===== config.mk =====
export PLATFORM = sky130hd
export DESIGN_NAME = mult_mac_pipe
export DESIGN_NICKNAME = d
export VERILOG_FILES = /design/src/rtl/mult_mac_pkg.sv /design/src/rtl/mult_pipe_reg.sv /design/src/rtl/mult_mac_pipe.sv
export SDC_FILE = /design/constraint.sdc
export NUM_CORES = 2
export LEC_CHECK = 0
export CORE_UTILIZATION = 55
export CTS_CLUSTER_SIZE = 24
export DETAILED_ROUTE_END_ITERATION = 10
export PLACE_DENSITY = 0.76
export SLEW_MARGIN = 20
export SYNTH_ARGS = -nofsm -noshare
export SYNTH_HDL_FRONTEND = slang
export SYNTH_SLANG_ARGS = --single-unit

===== constraint.sdc =====
create_clock -name clk -period 10.3 [get_ports clk]
set_input_delay 1.03 -clock clk [delete_from_list [all_inputs] [get_ports clk]]
set_output_delay 1.03 -clock clk [all_outputs]
set_load 0.01 [all_outputs]

===== src/rtl/mult_mac_pkg.sv =====
`default_nettype none
// ============================================================================
// Module      : mult_mac_pkg
// Description : Shared types, default widths and helper functions for the
//               mult_mac_pipe multiply-accumulate lane.
//               ctrl_t    - control bits travelling beside the product
//               ext_prod  - sign/zero extension of the raw product
//               sat_limit - saturation value for a given mode and addend sign
// Revision    : 1.0 - initial release
// ============================================================================
package mult_mac_pkg;

  localparam int DEF_A_W         = 18;
  localparam int DEF_B_W         = 18;
  localparam int DEF_ACC_W       = 48;
  localparam int DEF_PROD_STAGES = 1;

  // Helpers work on a fixed wide vector; callers pass masks and truncate.
  localparam int MAX_W = 128;

  typedef struct packed {
    logic valid;
    logic first;
    logic last;
    logic sgn;
  } ctrl_t;

  // Bits inside keep_mask come from prod; bits above are filled with fill_bit
  // (the product MSB for signed samples, 0 for unsigned ones).
  function automatic logic [MAX_W-1:0] ext_prod(input logic [MAX_W-1:0] prod,
                                                input logic [MAX_W-1:0] keep_mask,
                                                input logic             fill_bit);
    return (prod & keep_mask) | (~keep_mask & {MAX_W{fill_bit}});
  endfunction

  // acc_mask has the low ACC_W bits set. Signed: max positive or min negative
  // depending on the addend sign. Unsigned: all ones.
  function automatic logic [MAX_W-1:0] sat_limit(input logic             sgn,
                                                 input logic             neg,
                                                 input logic [MAX_W-1:0] acc_mask);
    logic [MAX_W-1:0] lim;
    if (!sgn)     lim = acc_mask;
    else if (neg) lim = acc_mask & ~(acc_mask >> 1);
    else          lim = acc_mask >> 1;
    return lim;
  endfunction

endpackage
`default_nettype wire


===== src/rtl/mult_pipe_reg.sv =====
`default_nettype none
// ============================================================================
// Module      : mult_pipe_reg
// Description : Operand register stage followed by PROD_STAGES free-running
//               product registers. Data registers carry no reset so the whole
//               structure packs into DSP blocks; only the control chain resets.
// Ports       : clk, reset           - clock, async active-high reset
//               in_valid, in_first,
//               in_last, signed_mode - sample control, registered with operands
//               op_a, op_b           - operands
//               prod                 - A_W+B_W bit product (last stage)
//               ctrl                 - control bits aligned with prod
// Revision    : 1.0 - initial release
// ============================================================================
module mult_pipe_reg
  import mult_mac_pkg::*;
#(
  parameter int A_W         = DEF_A_W,
  parameter int B_W         = DEF_B_W,
  parameter int PROD_STAGES = DEF_PROD_STAGES
) (
  input  logic               clk,
  input  logic               reset,
  input  logic               in_valid,
  input  logic [A_W-1:0]     op_a,
  input  logic [B_W-1:0]     op_b,
  input  logic               signed_mode,
  input  logic               in_first,
  input  logic               in_last,
  output logic [A_W+B_W-1:0] prod,
  output ctrl_t              ctrl
);

  localparam int PROD_W = A_W + B_W;

  logic [A_W-1:0]    a_q;
  logic [B_W-1:0]    b_q;
  ctrl_t             ctrl_op;
  logic [PROD_W-1:0] a_ext;
  logic [PROD_W-1:0] b_ext;
  logic [PROD_W-1:0] mult;
  logic [PROD_W-1:0] prod_q [PROD_STAGES];
  ctrl_t             ctrl_q [PROD_STAGES];

  always_ff @(posedge clk) begin
    a_q <= op_a;
    b_q <= op_b;
  end

  always_ff @(posedge clk or posedge reset) begin
    if (reset) ctrl_op <= '0;
    else       ctrl_op <= '{valid: in_valid, first: in_first, last: in_last, sgn: signed_mode};
  end

  // Extending both operands to the full product width and keeping the low
  // PROD_W bits of the product gives the exact signed or unsigned result.
  assign a_ext = ctrl_op.sgn ? {{B_W{a_q[A_W-1]}}, a_q} : {{B_W{1'b0}}, a_q};
  assign b_ext = ctrl_op.sgn ? {{A_W{b_q[B_W-1]}}, b_q} : {{A_W{1'b0}}, b_q};
  assign mult  = a_ext * b_ext;

  always_ff @(posedge clk) begin
    prod_q[0] <= mult;
    for (int s = 1; s < PROD_STAGES; s++) prod_q[s] <= prod_q[s-1];
  end

  always_ff @(posedge clk or posedge reset) begin
    if (reset) begin
      for (int s = 0; s < PROD_STAGES; s++) ctrl_q[s] <= '0;
    end else begin
      ctrl_q[0] <= ctrl_op;
      for (int s = 1; s < PROD_STAGES; s++) ctrl_q[s] <= ctrl_q[s-1];
    end
  end

  assign prod = prod_q[PROD_STAGES-1];
  assign ctrl = ctrl_q[PROD_STAGES-1];

endmodule
`default_nettype wire


===== src/rtl/mult_mac_pipe.sv =====
`default_nettype none
// ============================================================================
// Module      : mult_mac_pipe
// Description : Pipelined multiply-accumulate lane with first/last framing
//               and a sticky overflow flag. Latency from the edge capturing
//               a last sample to out_valid is 2+PROD_STAGES edges.
// Config      : MULT_MAC_SAT_EN - when defined, the accumulator saturates on
//               overflow instead of wrapping modulo 2^ACC_W.
// Ports       : clk, reset          - clock, async active-high reset
//               in_valid, in_first,
//               in_last             - sample qualifier and framing
//               op_a, op_b          - operands
//               signed_mode         - 1 = two's complement, 0 = unsigned
//               out_valid           - one-cycle completion pulse
//               result, overflow    - completed sum and flag, held
// Revision    : 1.0 - initial release
// ============================================================================
module mult_mac_pipe
  import mult_mac_pkg::*;
#(
  parameter int A_W         = DEF_A_W,
  parameter int B_W         = DEF_B_W,
  parameter int ACC_W       = DEF_ACC_W,
  parameter int PROD_STAGES = DEF_PROD_STAGES
) (
  input  logic             clk,
  input  logic             reset,
  input  logic             in_valid,
  input  logic [A_W-1:0]   op_a,
  input  logic [B_W-1:0]   op_b,
  input  logic             signed_mode,
  input  logic             in_first,
  input  logic             in_last,
  output logic             out_valid,
  output logic [ACC_W-1:0] result,
  output logic             overflow
);

  localparam int PROD_W = A_W + B_W;
  localparam logic [MAX_W-1:0] PROD_MASK = ~({MAX_W{1'b1}} << PROD_W);
  localparam logic [MAX_W-1:0] ACC_MASK  = ~({MAX_W{1'b1}} << ACC_W);

  generate
    if (ACC_W < PROD_W || ACC_W > MAX_W) begin : g_bad_acc_w
      $error("mult_mac_pipe: ACC_W must be >= A_W+B_W and <= MAX_W");
    end
    if (PROD_STAGES < 1) begin : g_bad_prod_stages
      $error("mult_mac_pipe: PROD_STAGES must be >= 1");
    end
  endgenerate

  logic [PROD_W-1:0] prod;
  ctrl_t             ctrl;
  logic [ACC_W-1:0]  acc;
  logic              sticky;
  logic              done;
  logic [ACC_W-1:0]  addend;
  logic [ACC_W-1:0]  base;
  logic [ACC_W:0]    sum;
  logic              carry_out;
  logic              carry_msb;
  logic              ovf;
  logic [ACC_W-1:0]  acc_next;

  mult_pipe_reg #(
    .A_W         (A_W),
    .B_W         (B_W),
    .PROD_STAGES (PROD_STAGES)
  ) u_pipe (
    .clk         (clk),
    .reset       (reset),
    .in_valid    (in_valid),
    .op_a        (op_a),
    .op_b        (op_b),
    .signed_mode (signed_mode),
    .in_first    (in_first),
    .in_last     (in_last),
    .prod        (prod),
    .ctrl        (ctrl)
  );

  assign addend = ACC_W'(ext_prod(MAX_W'(prod), PROD_MASK, ctrl.sgn & prod[PROD_W-1]));

  // A first sample restarts from zero, discarding any open partial sum.
  assign base      = ctrl.first ? '0 : acc;
  assign sum       = {1'b0, base} + {1'b0, addend};
  assign carry_out = sum[ACC_W];
  assign carry_msb = base[ACC_W-1] ^ addend[ACC_W-1] ^ sum[ACC_W-1];
  assign ovf       = ctrl.sgn ? (carry_msb ^ carry_out) : carry_out;

`ifdef MULT_MAC_SAT_EN
  logic [ACC_W-1:0] sat_val;
  assign sat_val  = ACC_W'(sat_limit(ctrl.sgn, addend[ACC_W-1], ACC_MASK));
  assign acc_next = ovf ? sat_val : sum[ACC_W-1:0];
`else
  assign acc_next = sum[ACC_W-1:0];
`endif

  // The accumulate stage registers acc and a completion flag; the following
  // edge copies the completed acc/sticky into the held outputs. A new sample
  // landing on that same edge does not disturb the captured value.
  always_ff @(posedge clk or posedge reset) begin
    if (reset) begin
      acc       <= '0;
      sticky    <= 1'b0;
      done      <= 1'b0;
      out_valid <= 1'b0;
      result    <= '0;
      overflow  <= 1'b0;
    end else begin
      done      <= ctrl.valid & ctrl.last;
      out_valid <= done;
      if (ctrl.valid) begin
        acc    <= acc_next;
        sticky <= ctrl.first ? ovf : (sticky | ovf);
      end
      if (done) begin
        result   <= acc;
        overflow <= sticky;
      end
    end
  end

endmodule
`default_nettype wire


==> key figures <==
Placed design
  • Place WS: 1.67 ns
  • Placer Congestion: 0.920
  • Placed cell area: 0.0255 sq mm
  • DP Cell Count: around 3k
  • PortBufs: 91
  • Dpl hpwl: 44,400 um

Floorplan
  • I/O pins: 92
  • Placeable Area: about 0.043 sq mm
  • Initial Util: 55.8%
  • DIE AREA: around 0.045 sq mm
  • Die Height: around 210 um
  • Standard-cell rows: 76
  • Die width: roughly 210 um

CTS
  • Resized cells post-CTS: 0
  • CTS tree: yes
  • Max Buffers Root-to-Sink: 2
  • Worst-skew pair later-pin latency: 0.50 ns
  • Hold buffer count at CTS: 0
  • Clk sinks: 180
  • H-tree depth: 4
  • Post-CTS Setup Repair Bufs: 0
  • Clk root buf: clkbuf_16
  • CTS Buf Count: 17
  • Reg clk slew, reported paths: 0.08 ns

Route
  • Drt total wl: 55,800 um
  • Via count: between 15k and 20k
  • Remaining antenna violation count after routing: 0
  • DR WL/cell: 18.1 um
  • Post-route DRC: 0
  • First drt pass iteration count: 5
  • Avg Vias per Cell: ~5.3
  • DR iter-0 viols: 860

Min path
  • Hold_sp: u_pipe.ctrl_op[3]
  • Hold Crit Class: flip-flop to flip-flop

Logic synthesis
  • Synth warnings: 0
  • Sequential fraction of the synthesis area: 17.2%
  • Post-Syn Area: 0.0241 sq mm
  • Synth top cells by count: inv_1 (552), fa_1 (428), and2_1 (204)
  • Main area contributors after synthesis: fa_1 (36%), dfrtp_1 (11%), ha_1 (9.7%), inv_1 (8.6%), dfxtp_1 (6.0%)
  • Yosys cell types: 66
  • Post-Syn Instances: 2,451
  • Yosys top cell area share: 35.6%
  • Most instantiated library cell after synthesis: inv_1
  • Flops & latches, synth: 180
  • Syn_nets: 3,108
  • Post-synth top area cell: fa_1
  • Asr flop ratio synth: 60.0%
  • Post-synth EDFFs: 0
  • Syn avg cell area: a little under 10 sq um
  • Post-synth top flop: dfrtp_1

Finish
  • Finished Layout Cells: 3,087
  • Final nets: roughly 3.1k
  • Layout area overhead: 8.47%
  • Number of diodes: 0
  • Post-layout instance area: approximately 0.026 sq mm
  • Share of layout cells above drive strength 1: ~6.5%

Setup path
  • Crit path capture: u_pipe.prod_q[0][35]
  • Crit. Startpoint: u_pipe.a_q[17]
  • Worst endpoint data arrival time: 9.15 ns
  • Max FO, Critical Path: 23
  • Startpoint Class: flip-flop
  • RR Startpoint: u_pipe.a_q[17]
  • Critical path capture point type: flip-flop
  • FF-to-FF End: u_pipe.prod_q[0][35]
  • Worst Path Required: 10.69 ns
  • Critical Setup Path Class: flip-flop to flip-flop
  • R2R setup slack: 1.54 ns
  • Worst R2R Path Depth: 22

Timing
  • Setup violations, final: 0
  • Final Max Slew Viols: 0
  • Crit share post-route: between 80% and 90%
  • Setup_tns: 0 ns
  • Tightest Pin Transition: roughly 1.2 ns
  • Slew HR: 22.2%
  • Final Hold Violating Endpoints: 0
  • RSZ-0062 raised after global routing: false
  • Setup ws final: between 1.5 and 2 ns
  • Worst Skew: 0.0135 ns
  • Maximum clock rate: ~0.11 GHz
  • Tmin final: 8.76 ns

Global route
  • First-pass GRT wire length: 92,300 um
  • Overflow after GRT: 0
  • Largest net degree at the start of global routing: 56
  • Initial antenna violation count: 0
  • Vias in the first global route: 18.1k
  • Global-route usage over all layers: 26.9%

Flow run
  • Max-cap violations: 0

Status
  • Run status: complete, no violations
worst min-delay path by stage:
stage,endpoint,cells past startpoint,slack (ns)
finish,u_pipe.ctrl[3],0,0.35
global route,u_pipe.ctrl[3],0,0.36
CTS,u_pipe.ctrl[3],0,0.35
detailed placement,u_pipe.ctrl[3],0,0.34
global placement,u_pipe.ctrl[1],0,0.34
floorplan,u_pipe.ctrl[1],0,0.33
critical path, cell delays in order (launching register included):
cell,delay [ns]
dfxtp_1,0.84
and2_1,0.65
nand2_1,0.26
fa_1,0.68
fa_1,0.72
fa_1,0.50
fa_1,0.58
inv_1,0.07
fa_1,0.49
fa_1,0.47
fa_1,0.52
inv_1,0.06
fa_1,0.48
inv_1,0.04
ha_1,0.35
a21o_1,0.18
a21o_1,0.17
a21oi_1,0.23
o21ai_0,0.15
a21o_1,0.21
o221a_1,0.30
or4_1,0.50
and4_1,0.19
kinds of logic after synthesis:
kind of cell / share of synthesized area [%]
XOR/XNOR: 4.11
adder cells (fa/ha/maj): 45.3
flip-flops: 17.2
buffers and inverters: 10.0
AND/OR/NAND/NOR: 12.3
AO/OA/AOI/OAI: 6.98
multiplexers: 4.11
placed cells by master, fill, tap and decap left out, types with 5 or more instances in the layout:
cell type / count
a211oi_1: 6
a21o_1: 43
a21oi_1: 64
a31oi_1: 5
and2_1: 204
and3_1: 18
buf_4: 16
clkbuf_16: 17
clkdlybuf4s50_1: 91
clkinv_8: 6
dfrtp_1: 106
dfxtp_1: 72
fa_1: 428
ha_1: 187
inv_1: 551
inv_8: 5
mux2_2: 88
nand2_1: 202
nand2b_1: 7
nand3_1: 11
nand4_1: 7
nor2_1: 54
nor2b_1: 50
nor3_1: 8
o211ai_1: 6
o21a_1: 11
o21ai_0: 30
o21ai_1: 11
o21bai_1: 9
o31ai_1: 5
xnor2_1: 93
xor2_1: 20
sequential cells by signal, indices dropped and copies added (netlist names), 4 cells and up:
name            cells
u_pipe.ctrl         4
result             48
acc                48
u_pipe.ctrl_op      4
u_pipe.prod_q      36
u_pipe.a_q         18
u_pipe.b_q         18
stage by stage:
| step | util (%) | hold slack (ns) |
|---|---|---|
| after detailed placement | 59.1 | 0.339 |
| after CTS | 60.5 | 0.355 |
| after global routing | 60.5 | 0.358 |
| final | 60.5 | 0.349 |
| after floorplan | - | 0.331 |
| after global placement | 59.1 | 0.337 |
metal layers:
metal / up-vias / routed length [um] / global-route usage, %
li1: 7542 / - / -
met1: 8333 / 24000 / 34.5
met2: 504 / 26400 / 44.1
met3: 92 / 4080 / 7.33
met4: 0 / 1380 / 8.90
met5: - / 0 / 0
final cells by class:
cell class                      instances  area, sq um
Sequential cell                       180         4150
Timing Repair Buffer                  107         1030
Clock inverter                         14          178
Inverter                              552         2070
Multi-Input combinational cell       1631        17500
Fill cell                            3668        17000
Clock buffer                           18          429
Tap cell                              585          732
Power is not shown: default switching activity piles up to over one toggle a cycle in this logic, so the estimate is an artifact.
